==> src/rtl/gmii_tx_pkg.sv <==
// gmii_tx_pkg: shared state encoding, framing constants and CRC-32 helpers
// for the GMII transmit framer and its bench.
package gmii_tx_pkg;

    typedef enum logic [2:0] {
        ST_IDLE,
        ST_PREAMBLE,
        ST_SFD,
        ST_DATA,
        ST_PAD,
        ST_FCS,
        ST_DRAIN,
        ST_IFG
    } tx_state_t;

    localparam logic [7:0]  ETH_PREAMBLE_BYTE = 8'h55;
    localparam logic [7:0]  ETH_SFD_BYTE      = 8'hD5;
    localparam logic [31:0] CRC_INIT          = 32'hFFFFFFFF;
    localparam logic [31:0] CRC_RESIDUE       = 32'hC704DD7B;

    // MSB-first register form: data bits enter LSB first, as on the wire.
    function automatic logic [31:0] crc32_next(
        input logic [7:0]  d,
        input logic [31:0] crc
    );
        logic [31:0] c;
        logic        fb;
        c = crc;
        for (int i = 0; i < 8; i++) begin
            fb = c[31] ^ d[i];
            c  = {c[30:0], 1'b0} ^ (fb ? 32'h04C11DB7 : 32'h0);
        end
        return c;
    endfunction

    function automatic logic [31:0] crc32_fcs(input logic [31:0] crc);
        logic [31:0] f;
        for (int i = 0; i < 32; i++) begin
            f[i] = ~crc[31-i];
        end
        return f;
    endfunction

endpackage

==> src/rtl/eth_crc32_d8.sv <==
// eth_crc32_d8: byte-wide Ethernet CRC-32 accumulator with clear and enable.
// Clear has priority over enable; shared by the TX framer and RX checker.
module eth_crc32_d8
    import gmii_tx_pkg::*;
(
    input  logic        clk,
    input  logic        rst_n,
    input  logic        i_clear,
    input  logic        i_en,
    input  logic [7:0]  i_data,
    output logic [31:0] o_crc
);

    logic [31:0] r_crc;

    always_ff @(posedge clk or negedge rst_n) begin
        if (!rst_n) begin
            r_crc <= CRC_INIT;
        end else if (i_clear) begin
            r_crc <= CRC_INIT;
        end else if (i_en) begin
            r_crc <= crc32_next(i_data, r_crc);
        end
    end

    assign o_crc = r_crc;

endmodule

==> src/rtl/gmii_tx_framer.sv <==
// gmii_tx_framer: GMII TX framer (preamble, SFD, payload, FCS, IFG, underrun).
// Define GMII_TX_PAD_EN to zero-pad short frames to MIN_FRAME_LEN before FCS.
module gmii_tx_framer
    import gmii_tx_pkg::*;
#(
    parameter int PREAMBLE_LEN  = 7,
    parameter int IFG_LEN       = 12,
    parameter int MIN_FRAME_LEN = 60,
    parameter int CNT_W         = 16
) (
    input  logic             clk,
    input  logic             rst_n,
    input  logic [7:0]       s_data,
    input  logic             s_valid,
    input  logic             s_last,
    output logic             s_ready,
    output logic [7:0]       PHY_TXD,
    output logic             PHY_TXCTL_TXEN,
    output logic             PHY_TXER,
    output logic             busy,
    output logic [CNT_W-1:0] frame_count,
    output logic [CNT_W-1:0] underrun_count
);

    localparam int PW = $clog2(PREAMBLE_LEN + 1);
    localparam int IW = $clog2(IFG_LEN + 1);

    tx_state_t        r_state;
    tx_state_t        w_state_n;
    logic [7:0]       r_txd;
    logic [7:0]       w_txd_n;
    logic             r_txen;
    logic             w_txen_n;
    logic             r_txer;
    logic             w_txer_n;
    logic [PW-1:0]    r_pcnt;
    logic [PW-1:0]    w_pcnt_n;
    logic [1:0]       r_fcnt;
    logic [1:0]       w_fcnt_n;
    logic [IW-1:0]    r_icnt;
    logic [IW-1:0]    w_icnt_n;
    logic [CNT_W-1:0] r_frame_cnt;
    logic [CNT_W-1:0] r_under_cnt;
    logic             w_frame_inc;
    logic             w_under_inc;
    logic             w_crc_clr;
    logic             w_crc_en;
    logic [7:0]       w_crc_din;
    logic [31:0]      w_crc;
    logic [31:0]      w_fcs;

`ifdef GMII_TX_PAD_EN
    localparam logic [10:0] MIN_L = 11'(MIN_FRAME_LEN);
    logic [10:0] r_bcnt;
    logic [10:0] w_bcnt_n;
    logic [10:0] w_bcnt_inc;
    logic [10:0] w_data_cnt;

    assign w_bcnt_inc = (r_bcnt == 11'h7FF) ? r_bcnt : r_bcnt + 11'd1;
    assign w_data_cnt = (r_state == ST_SFD) ? 11'd1 : w_bcnt_inc;
`endif

    eth_crc32_d8 u_crc (
        .clk     (clk),
        .rst_n   (rst_n),
        .i_clear (w_crc_clr),
        .i_en    (w_crc_en),
        .i_data  (w_crc_din),
        .o_crc   (w_crc)
    );

    assign w_fcs = crc32_fcs(w_crc);

    always_comb begin
        w_state_n   = r_state;
        w_txd_n     = r_txd;
        w_txen_n    = r_txen;
        w_txer_n    = r_txer;
        w_pcnt_n    = r_pcnt;
        w_fcnt_n    = r_fcnt;
        w_icnt_n    = r_icnt;
        w_frame_inc = 1'b0;
        w_under_inc = 1'b0;
        w_crc_clr   = 1'b0;
        w_crc_en    = 1'b0;
        w_crc_din   = s_data;
`ifdef GMII_TX_PAD_EN
        w_bcnt_n    = r_bcnt;
`endif
        unique case (r_state)
            ST_IDLE: begin
                if (s_valid) begin
                    w_state_n = ST_PREAMBLE;
                    w_txd_n   = ETH_PREAMBLE_BYTE;
                    w_txen_n  = 1'b1;
                    w_txer_n  = 1'b0;
                    w_pcnt_n  = PW'(1);
                    w_crc_clr = 1'b1;
                end
            end
            ST_PREAMBLE: begin
                if (r_pcnt == PW'(PREAMBLE_LEN)) begin
                    w_state_n = ST_SFD;
                    w_txd_n   = ETH_SFD_BYTE;
                end else begin
                    w_txd_n  = ETH_PREAMBLE_BYTE;
                    w_pcnt_n = r_pcnt + PW'(1);
                end
            end
            // A missing first byte just stretches SFD; a gap later is fatal.
            ST_SFD, ST_DATA: begin
                if (s_valid) begin
                    w_txd_n  = s_data;
                    w_crc_en = 1'b1;
`ifdef GMII_TX_PAD_EN
                    w_bcnt_n = w_data_cnt;
`endif
                    if (s_last) begin
                        w_fcnt_n  = 2'd0;
                        w_state_n = ST_FCS;
`ifdef GMII_TX_PAD_EN
                        if (w_data_cnt < MIN_L) begin
                            w_state_n = ST_PAD;
                        end
`endif
                    end else begin
                        w_state_n = ST_DATA;
                    end
                end else if (r_state == ST_DATA) begin
                    w_txd_n     = 8'h00;
                    w_txer_n    = 1'b1;
                    w_under_inc = 1'b1;
                    w_state_n   = ST_DRAIN;
                end
            end
`ifdef GMII_TX_PAD_EN
            ST_PAD: begin
                w_txd_n   = 8'h00;
                w_crc_en  = 1'b1;
                w_crc_din = 8'h00;
                w_bcnt_n  = w_bcnt_inc;
                if (w_bcnt_inc >= MIN_L) begin
                    w_fcnt_n  = 2'd0;
                    w_state_n = ST_FCS;
                end
            end
`endif
            ST_FCS: begin
                w_txd_n  = w_fcs[{r_fcnt, 3'b000} +: 8];
                w_fcnt_n = r_fcnt + 2'd1;
                if (r_fcnt == 2'd3) begin
                    w_frame_inc = 1'b1;
                    w_icnt_n    = '0;
                    w_state_n   = ST_IFG;
                end
            end
            ST_DRAIN: begin
                w_txd_n  = 8'h00;
                w_txen_n = 1'b0;
                w_txer_n = 1'b0;
                if (s_valid && s_last) begin
                    w_icnt_n  = '0;
                    w_state_n = ST_IFG;
                end
            end
            ST_IFG: begin
                w_txd_n  = 8'h00;
                w_txen_n = 1'b0;
                w_txer_n = 1'b0;
                w_icnt_n = r_icnt + IW'(1);
                if (r_icnt == IW'(IFG_LEN - 1)) begin
                    w_state_n = ST_IDLE;
                end
            end
            default: begin
                w_state_n = ST_IDLE;
                w_txd_n   = 8'h00;
                w_txen_n  = 1'b0;
                w_txer_n  = 1'b0;
            end
        endcase
    end

    always_ff @(posedge clk or negedge rst_n) begin
        if (!rst_n) begin
            r_state     <= ST_IDLE;
            r_txd       <= 8'h00;
            r_txen      <= 1'b0;
            r_txer      <= 1'b0;
            r_pcnt      <= '0;
            r_fcnt      <= '0;
            r_icnt      <= '0;
            r_frame_cnt <= '0;
            r_under_cnt <= '0;
        end else begin
            r_state <= w_state_n;
            r_txd   <= w_txd_n;
            r_txen  <= w_txen_n;
            r_txer  <= w_txer_n;
            r_pcnt  <= w_pcnt_n;
            r_fcnt  <= w_fcnt_n;
            r_icnt  <= w_icnt_n;
            if (w_frame_inc) begin
                r_frame_cnt <= r_frame_cnt + CNT_W'(1);
            end
            if (w_under_inc) begin
                r_under_cnt <= r_under_cnt + CNT_W'(1);
            end
        end
    end

`ifdef GMII_TX_PAD_EN
    always_ff @(posedge clk or negedge rst_n) begin
        if (!rst_n) begin
            r_bcnt <= '0;
        end else begin
            r_bcnt <= w_bcnt_n;
        end
    end
`endif

    assign s_ready        = (r_state == ST_SFD) || (r_state == ST_DATA)
                         || (r_state == ST_DRAIN);
    assign busy           = (r_state != ST_IDLE);
    assign PHY_TXD        = r_txd;
    assign PHY_TXCTL_TXEN = r_txen;
    assign PHY_TXER       = r_txer;
    assign frame_count    = r_frame_cnt;
    assign underrun_count = r_under_cnt;

endmodule
==> config.mk <==
export PLATFORM = sky130hd
export DESIGN_NAME = gmii_tx_framer
export DESIGN_NICKNAME = d
export VERILOG_FILES = /design/src/rtl/gmii_tx_pkg.sv /design/src/rtl/eth_crc32_d8.sv /design/src/rtl/gmii_tx_framer.sv
export SDC_FILE = /design/constraint.sdc
export NUM_CORES = 1
export LEC_CHECK = 0
export CAP_MARGIN = 20
export CORE_UTILIZATION = 51
export CTS_BUF_LIST = sky130_fd_sc_hd__clkbuf_4 sky130_fd_sc_hd__clkbuf_8
export DETAILED_ROUTE_END_ITERATION = 7
export PLACE_DENSITY = 0.82
export SLEW_MARGIN = 25
export SYNTH_ARGS = -nofsm -noshare
export SYNTH_HDL_FRONTEND = slang
export SYNTH_SLANG_ARGS = --single-unit
export TNS_END_PERCENT = 20
==> constraint.sdc <==
create_clock -name clk -period 2.8 [get_ports clk]
set_clock_uncertainty 0.2 [all_clocks]
set_input_delay 0.28 -clock clk [delete_from_list [all_inputs] [get_ports clk]]
set_output_delay 0.28 -clock clk [all_outputs]
set_load 0.01 [all_outputs]
==> flow_metrics.env <==
export IMPL_port_buffers=55
export IMPL_ys_async_sr_fraction=1.00
export IMPL_min_path_cells=1
export IMPL_track_usage=0.222
export IMPL_gr_total_overflow=0
export IMPL_die_h_um=100
export IMPL_cts_buffer_depth=2
export IMPL_leakage_nw=2.51
export IMPL_worstPathArrival_ns=2.05
export IMPL_clk_latency_ns=0.36
export IMPL_synthesis_nets=441
export IMPL_final_cell_area_um2=5880
export IMPL_peakVddDrop_mv=0.595
export IMPL_synth_edff_count=0
export IMPL_status="finished clean"
export IMPL_drt_iter0_drc=167
export IMPL_drc=0
export IMPL_synth_top_cell_by_area="dfrtp_1"
export IMPL_wirelength_um=10300
export IMPL_diodes=0
export IMPL_start_util=0.528
export IMPL_drv_cap=0
export IMPL_syn_area_um2=4900
export IMPL_place_hpwl_um=7280
export IMPL_ios=56
export IMPL_wl_per_cell_um=16.6
export IMPL_drtAntennaViolNets=0
export IMPL_fp_row_count=35
export IMPL_slew_headroom=0.431
export IMPL_synth_cell_types=49
export IMPL_cts_tree="built"
export IMPL_finalPower_mw=6.73
export IMPL_grt_first_pass_wirelength_um=17200
export IMPL_vias=3436
export IMPL_synth_top_area_share=0.276
export IMPL_vias_per_cell=5.52
export IMPL_gp_congestion=0.838
export IMPL_cts_setup_buffers=0
export IMPL_yosysSeqAreaShare=0.447
export IMPL_grt_pass1_vias=3444
export IMPL_area_delta_synth_final_pct=20.0
export IMPL_ff2ff_path_depth=5
export IMPL_grt_antenna_before_repair=0
export IMPL_fp_coreArea_um2=9280
export IMPL_ys_warn_count=0
export IMPL_slew_viol_final=0
export IMPL_finalCritPeriodShare=0.902
export IMPL_post_route_util=0.633
export IMPL_reg2reg_setup_slack_ns=0.58
export IMPL_firstDrtPassIters=4
export IMPL_tightest_slew_ns=0.854
export IMPL_fp_dieW_um=100
export IMPL_path_clk_slew_ns=0.08
export IMPL_final_hold_viol_count=0
export IMPL_clockRootBuffer="clkbuf_8"
export IMPL_p_per_area_nw_per_um2=1140
export IMPL_critPathMaxFanout=22
export IMPL_cts_sinks=86
export IMPL_drive_gt1_frac=0.191
export IMPL_cts_max_level=3
export IMPL_finalNetCount=506
export IMPL_worst_setup_path_type="flip-flop to output pin"
export IMPL_synth_main_ff_cell="dfrtp_1"
export IMPL_cp_start_kind="flip-flop"
export IMPL_cp_required_ns=2.32
export IMPL_endpoint_kind="output pin"
export IMPL_fin_crit_ns=2.53
export IMPL_setup_viol=0
export IMPL_hold_path_class="flip-flop to flip-flop"
export IMPL_synth_area_leaders="dfrtp_1 (28%), dfstp_2 (17%), xnor2_1 (7.2%)"
export IMPL_numCtsBuffers=9
export IMPL_die_area_um2=10000
export IMPL_placed_area_um2=5680
export IMPL_synth_area_per_cell_um2=11.6
export IMPL_synth_cells=423
export IMPL_setup_tns_final_ns=0
export IMPL_grt_max_degree=69
export IMPL_fmax_mhz=396
export IMPL_ys_seq_elements=86
export IMPL_rsz0062_at_grt="no"
[cell usage after synthesis (5+ instances only)]
cell,instances
dfrtp_1,54
nor2_1,40
xnor2_1,40
a21oi_1,37
dfstp_2,32
nand2_1,24
xor2_1,22
clkbuf_1,14
nand3_1,13
xnor3_1,13
o21ai_0,12
o22ai_1,9
mux4_2,7
nand4_1,7
o22a_1,7
xnor2_2,7
and3_1,6
ha_1,6
nor3_1,6
a22o_1,5
[cell type report]
class / instances / area [µm²]
Multi-Input combinational cell: 313 / 2620
Tap cell: 129 / 161
Timing Repair Buffer: 74 / 693
Fill cell: 738 / 3400
Clock inverter: 2 / 15.0
Inverter: 4 / 15.0
Clock buffer: 14 / 180
Sequential cell: 86 / 2190
[metrics by stage]
stage          setup slack [ns]  std cells  hold WS [ns]
4_1_cts                   0.269        622         0.270
5_1_grt                  0.0994        622         0.290
3_5_place_dp              0.284        605         0.249
3_3_place_gp              0.346        605         0.237
6_report                  0.273        622         0.267
2_1_floorplan             0.789        423        -0.216
[registers in the layout, indices dropped and copies added, names as in the netlist]
| register | flops |
|---|---|
| u_crc.o_crc | 32 |
| frame_count | 16 |
| underrun_count | 16 |
| PHY_TXD | 8 |
| r_icnt | 4 |
| r_pcnt | 3 |
| r_state | 3 |
| r_fcnt | 2 |
| PHY_TXCTL_TXEN | 1 |
| PHY_TXER | 1 |
[layout by cell type, fill, tap and decap left out, types with 9 or more instances in the layout]
| master | instances |
|---|---|
| clkbuf_8 | 12 |
| clkdlybuf4s50_1 | 54 |
| buf_4 | 19 |
| o21ai_0 | 12 |
| xnor2_1 | 40 |
| dfrtp_1 | 54 |
| dfstp_2 | 32 |
| xnor3_1 | 13 |
| a21oi_1 | 37 |
| xor2_1 | 22 |
| o22ai_1 | 9 |
| nand3_1 | 13 |
| nand2_1 | 24 |
| nor2_1 | 40 |
[metal layers]
layer | global-route usage | up-vias | routed length, µm
met3 | 0.0411 | 11 | 372
met2 | 0.378 | 76 | 5260
met1 | 0.294 | 1714 | 4580
met4 | 0.0613 | 0 | 124
met5 | 0 | - | 0
li1 | - | 1635 | -
[repair_timing]
item / CTS / global route
hold buffers: 1 / 0
gates resized for setup: 0 / 0
hold endpoints to repair: 54 / 0
[report_power, final]
group          internal, mW  switching (mW)  leakage (nW)
clock                 0.416           0.439        0.0958
sequential             1.74           0.426          1.06
combinational          2.13            1.58          1.36
[path summary, 6_finish.rpt]
check                                   startpoint                 end
worst max-delay path                    r_state[1]             s_ready
worst min-delay path            underrun_count[15]  underrun_count[15]
worst max register to register          r_state[1]  underrun_count[12]
worst min register to register  underrun_count[15]  underrun_count[15]
max in group asynchronous                    rst_n      u_crc.o_crc[9]
min in group asynchronous                    rst_n   underrun_count[2]
[worst max-delay path, stage by stage, from the launching register on]
cell             delay (ns)
dfrtp_1                0.75
inv_1                  0.21
a21oi_1                0.18
clkdlybuf4s50_1        0.55
[logic make-up (layout without fill, tap and decap cells)]
group / after synthesis / after routing / share of synthesized area
buf+inv: 24 / 94 / 0.0192
mux: 11 / 11 / 0.0444
flops: 86 / 86 / 0.447
xor+xnor: 92 / 92 / 0.246
simple gates: 116 / 116 / 0.115
fa+ha+maj: 6 / 6 / 0.0153
compound gates: 88 / 88 / 0.113
Note: power is estimated with default switching activity, not from simulation.
